**src/rtl/ln_row_scheduler.sv**
```systemverilog
// rtl/ln_row_scheduler.sv - LayerNorm row scheduler: 2-entry stats FIFO, element issue FSM, Stage2 operand bus
// Optional feature macro: LN_SCHED_TIMEOUT_EN (WAIT_DONE watchdog driving sticky o_err)
module ln_row_scheduler #(
  parameter int COUNT     = 128,
  parameter int CNT_WIDTH = 8,
  parameter int BURST     = 8
) (
  input  logic                        i_clk,
  input  logic                        i_rstn,
  input  logic                        i_stat_valid,
  output logic                        o_stat_ready,
  input  logic signed [21:0]          i_stat_mean,
  input  logic        [7:0]           i_stat_std,
  input  logic        [1:0]           i_stat_alpha,
  input  logic                        i_x_valid,
  output logic                        o_x_ready,
  input  logic signed [8:0]           i_x_norm,
  output logic        [CNT_WIDTH-1:0] o_param_addr,
  input  logic        [7:0]           i_gamma,
  input  logic        [7:0]           i_beta,
  output logic                        o_s2_valid,
  output logic signed [8:0]           o_s2_x_norm,
  output logic        [7:0]           o_s2_gamma,
  output logic        [7:0]           o_s2_beta,
  output logic signed [21:0]          o_s2_mean,
  output logic        [7:0]           o_s2_std,
  output logic        [1:0]           o_s2_alpha,
  input  logic                        i_s2_done,
  output logic                        o_row_done,
  output logic                        o_busy,
  output logic                        o_err
);

  // One extra index bit so the index can hold COUNT itself without wrapping.
  localparam int IDX_W = CNT_WIDTH + 1;
  localparam int BC_W  = $clog2(BURST + 1);
  localparam logic [IDX_W-1:0] IDX_END = IDX_W'(COUNT);
  localparam logic [BC_W-1:0]  BC_LAST = BC_W'(BURST - 1);

  typedef enum logic [2:0] {
    S_IDLE      = 3'd0,
    S_LOAD      = 3'd1,
    S_ISSUE     = 3'd2,
    S_WAIT_DONE = 3'd3,
    S_ROW_END   = 3'd4
  } state_t;

  state_t state_q, state_d;

  // Stats FIFO: two 32-bit entries {mean, std, alpha}.
  logic [31:0]      ent0_q, ent0_d;
  logic [31:0]      ent1_q, ent1_d;
  logic             wr_ptr_q, wr_ptr_d;
  logic             rd_ptr_q, rd_ptr_d;
  logic [1:0]       occ_q, occ_d;
  logic [31:0]      head;
  logic             push;
  logic             pop;

  // Row registers and element datapath.
  logic [21:0]      row_mean_q, row_mean_d;
  logic [7:0]       row_std_q, row_std_d;
  logic [1:0]       row_alpha_q, row_alpha_d;
  logic [IDX_W-1:0] idx_q, idx_d;
  logic [BC_W-1:0]  bcnt_q, bcnt_d;
  logic [8:0]       x_norm_q, x_norm_d;
  logic             s2_valid_q, s2_valid_d;

  logic             accept;
  logic             burst_end;
  logic             done_ev;
  logic             timeout;

  assign o_stat_ready = (occ_q != 2'd2);
  assign push         = i_stat_valid && o_stat_ready;
  assign pop          = (state_q == S_LOAD);
  assign head         = rd_ptr_q ? ent1_q : ent0_q;
  assign accept       = o_x_ready && i_x_valid;
  assign burst_end    = accept && (bcnt_q == BC_LAST);
  assign done_ev      = i_s2_done || timeout;

`ifdef LN_SCHED_TIMEOUT_EN
  logic [7:0] tmo_q, tmo_d;
  logic       err_q, err_d;

  // Watchdog counts cycles spent in WAIT_DONE; zero on every entry.
  always_comb begin
    tmo_d   = 8'd0;
    timeout = 1'b0;
    if (state_q == S_WAIT_DONE) begin
      tmo_d   = tmo_q + 8'd1;
      // Fires on the 255th WAIT_DONE cycle so o_err rises 255 cycles after entry.
      timeout = (tmo_q == 8'd254) && !i_s2_done;
    end
    err_d = err_q || timeout;
  end

  // Watchdog and sticky error flops.
  always_ff @(posedge i_clk or negedge i_rstn) begin
    if (!i_rstn) begin
      tmo_q <= 8'd0;
      err_q <= 1'b0;
    end else begin
      tmo_q <= tmo_d;
      err_q <= err_d;
    end
  end

  assign o_err = err_q;
`else
  assign timeout = 1'b0;
  assign o_err   = 1'b0;
`endif

  // FSM state register.
  always_ff @(posedge i_clk or negedge i_rstn) begin
    if (!i_rstn) begin
      state_q <= S_IDLE;
    end else begin
      state_q <= state_d;
    end
  end

  // FSM next-state logic.
  always_comb begin
    state_d = state_q;
    case (state_q)
      S_IDLE: begin
        if (occ_q != 2'd0) state_d = S_LOAD;
      end
      S_LOAD: begin
        state_d = S_ISSUE;
      end
      S_ISSUE: begin
        if (burst_end) state_d = S_WAIT_DONE;
      end
      S_WAIT_DONE: begin
        if (done_ev) state_d = (idx_q == IDX_END) ? S_ROW_END : S_ISSUE;
      end
      S_ROW_END: begin
        state_d = S_IDLE;
      end
      default: begin
        state_d = S_IDLE;
      end
    endcase
  end

  // FSM outputs decoded from the registered state only.
  always_comb begin
    o_x_ready  = (state_q == S_ISSUE);
    o_row_done = (state_q == S_ROW_END);
    o_busy     = (state_q != S_IDLE);
  end

  // FIFO bookkeeping, row register load and per-element issue datapath.
  always_comb begin
    ent0_d      = ent0_q;
    ent1_d      = ent1_q;
    wr_ptr_d    = wr_ptr_q;
    rd_ptr_d    = rd_ptr_q;
    occ_d       = occ_q;
    row_mean_d  = row_mean_q;
    row_std_d   = row_std_q;
    row_alpha_d = row_alpha_q;
    idx_d       = idx_q;
    bcnt_d      = bcnt_q;
    x_norm_d    = x_norm_q;
    s2_valid_d  = accept;

    if (push) begin
      if (wr_ptr_q) ent1_d = {i_stat_mean, i_stat_std, i_stat_alpha};
      else          ent0_d = {i_stat_mean, i_stat_std, i_stat_alpha};
      wr_ptr_d = ~wr_ptr_q;
    end
    if (pop) begin
      rd_ptr_d = ~rd_ptr_q;
    end
    // Simultaneous push and pop leaves occupancy unchanged.
    case ({push, pop})
      2'b10:   occ_d = occ_q + 2'd1;
      2'b01:   occ_d = occ_q - 2'd1;
      default: occ_d = occ_q;
    endcase

    if (pop) begin
      row_mean_d  = head[31:10];
      row_std_d   = head[9:2];
      row_alpha_d = head[1:0];
      idx_d       = '0;
      bcnt_d      = '0;
    end

    if (accept) begin
      x_norm_d = i_x_norm;
      idx_d    = idx_q + 1'b1;
      bcnt_d   = burst_end ? '0 : (bcnt_q + 1'b1);
    end
  end

  // Datapath and FIFO flops.
  always_ff @(posedge i_clk or negedge i_rstn) begin
    if (!i_rstn) begin
      ent0_q      <= '0;
      ent1_q      <= '0;
      wr_ptr_q    <= 1'b0;
      rd_ptr_q    <= 1'b0;
      occ_q       <= 2'd0;
      row_mean_q  <= '0;
      row_std_q   <= '0;
      row_alpha_q <= '0;
      idx_q       <= '0;
      bcnt_q      <= '0;
      x_norm_q    <= '0;
      s2_valid_q  <= 1'b0;
    end else begin
      ent0_q      <= ent0_d;
      ent1_q      <= ent1_d;
      wr_ptr_q    <= wr_ptr_d;
      rd_ptr_q    <= rd_ptr_d;
      occ_q       <= occ_d;
      row_mean_q  <= row_mean_d;
      row_std_q   <= row_std_d;
      row_alpha_q <= row_alpha_d;
      idx_q       <= idx_d;
      bcnt_q      <= bcnt_d;
      x_norm_q    <= x_norm_d;
      s2_valid_q  <= s2_valid_d;
    end
  end

  // The ROM answers one cycle after the accepting edge, which is exactly when o_s2_valid is high.
  assign o_param_addr = idx_q[CNT_WIDTH-1:0];
  assign o_s2_valid   = s2_valid_q;
  assign o_s2_x_norm  = x_norm_q;
  assign o_s2_gamma   = s2_valid_q ? i_gamma : 8'd0;
  assign o_s2_beta    = s2_valid_q ? i_beta : 8'd0;
  assign o_s2_mean    = row_mean_q;
  assign o_s2_std     = row_std_q;
  assign o_s2_alpha   = row_alpha_q;

endmodule

```
**config.mk**
```make
export PLATFORM = sky130hd
export DESIGN_NAME = ln_row_scheduler
export DESIGN_NICKNAME = d
export VERILOG_FILES = /design/src/rtl/ln_row_scheduler.sv
export SDC_FILE = /design/constraint.sdc
export NUM_CORES = 1
export LEC_CHECK = 0
export CAP_MARGIN = 20
export CORE_ASPECT_RATIO = 0.6
export CORE_MARGIN = 2
export CORE_UTILIZATION = 31
export DETAILED_ROUTE_END_ITERATION = 8
export PLACE_DENSITY = 0.56
export SLEW_MARGIN = 20
export SYNTH_ARGS = -nofsm -noshare
export SYNTH_HDL_FRONTEND = slang
export SYNTH_SLANG_ARGS = --single-unit
```
**constraint.sdc**
```tcl
create_clock -name i_clk -period 3.95 [get_ports i_clk]
set_input_delay 0.9875 -clock i_clk [delete_from_list [all_inputs] [get_ports i_clk]]
set_output_delay 0.9875 -clock i_clk [all_outputs]
set_load 0.005 [all_outputs]
```
Word-level counts from Yosys, hierarchy flattened
Index checks and enable logic that the tools add are counted.
{"block": "totals", "reg_bits": 126, "latchBits": 0, "mem_bits_rw": 0, "rom_bits": 0, "in_bits": 62, "output_inout_bits": 71, "word_cells": 56, "n_memories": 0}
{"block": "classes", "addsub": 4, "n_mul": 0, "div_mod_pow": 0, "magnitude_cmp": 0, "eq_ne": 12, "n_shift": 0, "n_mux": 14, "n_bitwise": 2, "reduce_logical": 11}
{"op": "32-bit 2-to-1 mux", "count": 1}
{"op": "9-bit 2-to-1 mux", "count": 2}
{"op": "8-bit 2-to-1 mux", "count": 2}
{"op": "3-bit 2-to-1 mux", "count": 4}
{"op": "4-bit 2-to-1 mux", "count": 3}
{"op": "3-bit one-hot mux with 4 select lines", "count": 1}
{"op": "9-bit by 1-bit adder with 9-bit output (second input constant)", "count": 1}
{"op": "9-bit by 8-bit equality test with 1-bit output (second input constant)", "count": 1}
{"op": "3-bit by 2-bit equality test with 1-bit output (second input constant)", "count": 2}
{"op": "2-bit inequality test (second input constant)", "count": 3}
{"op": "2-bit nonzero test", "count": 3}
{"op": "4-bit by 1-bit adder with 4-bit output (second input constant)", "count": 1}
{"op": "4-bit by 3-bit equality test with 1-bit output (second input constant)", "count": 1}
{"op": "2-bit one-hot mux with 2 select lines", "count": 1}
{"op": "2-bit AND reduction", "count": 2}
{"op": "3-bit by 1-bit equality test with 1-bit output (second input constant)", "count": 1}
{"op": "3-bit equality test (second input constant)", "count": 1}
{"op": "1-bit logical AND", "count": 3}
{"op": "3-bit zero test", "count": 1}
{"op": "3-bit AND reduction", "count": 1}
{"op": "3-bit nonzero test", "count": 1}
{"op": "2-bit by 1-bit adder with 2-bit output (second input constant)", "count": 1}
{"op": "2-bit by 1-bit equality test with 1-bit output (second input constant)", "count": 1}
{"op": "2-bit equality test (second input constant)", "count": 1}
{"op": "3 further kinds", "count": 4}

Depth between registers and ports, before layout
{"block": "depth", "word_depth": 5, "ltp_mapped": 7, "mapped_depth_nobuf": 6}

Worst setup path before layout
OpenSTA, ideal clock, no wires.
{"block": "synth_path", "path_kind": "input to output", "start": "input port i_beta[0]", "end": "output port o_s2_beta[0]", "t_arrival_ns": 1.130, "required_ns": 2.963, "slack_ns": 1.832, "stages": 1, "path_buffers": 0, "path_cell_list": "and2_1"}
{"block": "synth_via", "elab_chain_len": 1}
{"item": "start, declared", "line_no": "20", "rtl": "input logic [7:0] i_beta,"}
{"item": "8-bit 2-to-1 mux", "line_no": "237", "rtl": "assign o_s2_beta = s2_valid_q ? i_beta : 8'd0;"}
{"item": "end, declared", "line_no": "24", "rtl": "output logic [7:0] o_s2_beta,"}
No other way between the ends.

Final worst setup path
{"block": "layout_path", "start": "input port i_gamma[0]", "end": "output port o_s2_gamma[0]"}
{"block": "layout_via", "elab_chain_len": 1}
{"item": "start, declared", "line_no": "19", "rtl": "input logic [7:0] i_gamma,"}
{"item": "8-bit 2-to-1 mux", "line_no": "236", "rtl": "assign o_s2_gamma = s2_valid_q ? i_gamma : 8'd0;"}
{"item": "end, declared", "line_no": "23", "rtl": "output logic [7:0] o_s2_gamma,"}
No other way between the ends.

==> results.sh <==
export IMPL_final_common_cell="clkdlybuf4s50_1"
export IMPL_cts_resized=0
export IMPL_tightest_slew_ns=0.765
export IMPL_die_x_um=176
export IMPL_drc=0
export IMPL_port_buffers=131
export IMPL_grt_overflow_total=0
export IMPL_synth_area_mm2=0.00549
export IMPL_mostFrequentLayoutCells="130 x clkdlybuf4s50_1, 125 x dfrtp_1, 73 x mux2_2, 41 x nand2_1, 40 x mux2i_1"
export IMPL_clock_sinks=126
export IMPL_synth_avg_cell_area_um2=12.8
export IMPL_yosys_register_bits=126
export IMPL_crit_required_ns=2.96
export IMPL_yosys_warnings=0
export IMPL_area_growth_pct=37.2
export IMPL_grt_pass1_vias=3840
export IMPL_first_iter_violations=165
export IMPL_dp_worst_setup_slack_ns=0.884
export IMPL_holdWs_ns=0.474
export IMPL_arrival_ns=2.07
export IMPL_avgRoutedWirePerCell_um=15.2
export IMPL_fin_tns_setup_ns=0
export IMPL_dp_hpwl_um=8080
export IMPL_routed_wl_um=12100
export IMPL_cts_buffer_depth=2
export IMPL_io_pins=133
export IMPL_relSlewSlack=0.490
export IMPL_postCtsHoldBufs=0
export IMPL_cts_root_buf="clkbuf_16"
export IMPL_utilization=0.437
export IMPL_num_vias=3620
export IMPL_path_clk_slew_ns=0.06
export IMPL_finalHoldViolations=0
export IMPL_fin_cells=798
export IMPL_worstSetupPathType="input port to output port"
export IMPL_die_h_um=107
export IMPL_yosysSeqAreaShare=0.575
export IMPL_worst_path_max_fanout=1
export IMPL_antenna_found_initial=0
export IMPL_powerDensity_mw_per_mm2=630
export IMPL_max_cap_viol_count=0
export IMPL_grtUsageTotal=0.136
export IMPL_dieArea_mm2=0.0188
export IMPL_status="finished clean"
export IMPL_fin_skew_ns=0.00943
export IMPL_num_rows=37
export IMPL_cts_htree_levels=4
export IMPL_postCtsSetupRepairBufs=0
export IMPL_max_freq_ghz=0.327
export IMPL_critPathLaunchType="input port"
export IMPL_ant_nets=0
export IMPL_drive_gt1_frac=0.211
export IMPL_numCtsBuffers=17
export IMPL_worstSkewPairLatency_ns=0.41
export IMPL_irDropWorstVdd_mv=0.291
export IMPL_worstSetupEndpointType="output port"
export IMPL_nFillCells=1571
export IMPL_yosys_cell_types_count=44
export IMPL_syn_nets=493
export IMPL_synth_async_reset_ratio=1.00
export IMPL_cts_tree="yes"
export IMPL_syn_inst=427
export IMPL_grt_max_degree=61
export IMPL_multiInputGateArea_mm2=0.00207
export IMPL_final_max_slew_viol_count=0
export IMPL_diodes=0
export IMPL_ys_flop_type="dfrtp_1"
export IMPL_seq_area_mm2=0.00316
export IMPL_vias_per_cell=4.54
export IMPL_hp_class="register to register"
export IMPL_final_min_clock_period_ns=3.06
export IMPL_start_util=0.319
export IMPL_place_gp_congestion=0.703
export IMPL_min_period_over_period=0.774
export IMPL_first_pass_iters=4
export IMPL_p_leak_nw=3.11
export IMPL_finalNetCount=617
export IMPL_grt_pass1_wl_um=19900
export IMPL_fp_coreArea_mm2=0.0172
export IMPL_setup_ws_ns=0.894
export IMPL_dp_cells=766
export IMPL_synth_edf_count=0
export IMPL_rsz0062_at_grt="false"
export IMPL_finalSetupViolCount=0
per-stage QoR:
| step | power, mW | cell area [um^2] |
|---|---|---|
| 2_1_floorplan | 2.77 | 5490 |
| 3_3_place_gp | 3.10 | 6910 |
| 3_5_place_dp | 3.17 | 6910 |
| 4_1_cts | 4.81 | 7530 |
| 5_1_grt | 5.03 | 7530 |
| 6_report | 4.74 | 7530 |
flip-flops by register name (all words and copies together) (netlist names):
name	flops
idx_q	9
o_s2_alpha	2
state_q	3
ent0_q	32
wr_ptr_q	1
occ_q	2
o_s2_x_norm	9
o_s2_mean	22
o_s2_std	8
bcnt_q	4
o_s2_valid	1
ent1_q	32
rd_ptr_q	1
kinds of logic after synthesis:
group	count (synthesis)	synth area share
flip-flops	126	0.575
multiplexers	114	0.225
AND/OR/NAND/NOR	93	0.0903
AO/OA/AOI/OAI	44	0.0433
buffers and inverters	40	0.0490
XOR/XNOR	5	0.00798
adder cells (fa/ha/maj)	4	0.00912
other	1	0.000683
report_power, final:
group	internal (mW)	switching (mW)	leakage (nW)
sequential	1.72	0.265	1.55
combinational	0.710	0.427	1.28
clock	1.00	0.619	0.286
total	3.43	1.31	3.11
cell usage after synthesis (2+ instances only):
cell       count  area share
and3_1         3      0.0034
nand2_1       41       0.028
inv_1          8      0.0055
buf_6          9       0.018
and4_1         2      0.0032
xnor2_1        4      0.0064
dfrtp_1      126        0.57
mux2_2        73        0.15
o21ai_1       15       0.014
and2_1        17       0.019
o2bb2ai_1      2      0.0032
buf_2         11       0.010
o21ai_0       22       0.020
ha_1           4      0.0091
mux2i_1       40       0.073
clkbuf_1       2      0.0014
nor2_1         4      0.0027
nand3_1        9      0.0082
buf_4         10       0.014
final timing paths:
check	from	end	slack, ns	cells after the start
worst min-delay path	idx_q[8]	idx_q[8]	0.47	1
worst max register to register	state_q[1]	occ_q[1]	1.79	5
max in group asynchronous	i_rstn	rd_ptr_q	2.55	2
worst min register to register	idx_q[8]	idx_q[8]	0.47	1
min in group asynchronous	i_rstn	ent0_q[25]	0.59	1
worst max-delay path	i_gamma[0]	o_s2_gamma[0]	0.89	3
layout make-up:
cell class                 count  share of cell area
tap                          234              0.0389
clock inverter                15              0.0248
sequential                   126               0.419
clock buffer                  17              0.0565
inverter                       8             0.00399
multi-input combinational    261               0.275
timing repair buffer         137               0.181
worst max-delay path, cell delays in order:
cell             delay [ns]
clkdlybuf4s50_1        0.45
and2_1                 0.13
clkdlybuf4s50_1        0.50
per-layer routing:
| metal | vias up | share of wire | track usage |
|---|---|---|---|
| li1 | 1725 | - | - |
| met1 | 1799 | 0.50 | 0.188 |
| met2 | 90 | 0.43 | 0.204 |
| met3 | 6 | 0.061 | 0.0475 |
| met4 | 0 | 0.0051 | 0.0301 |
| met5 | - | 0 | 0 |
(Power assumes the default switching activity.)
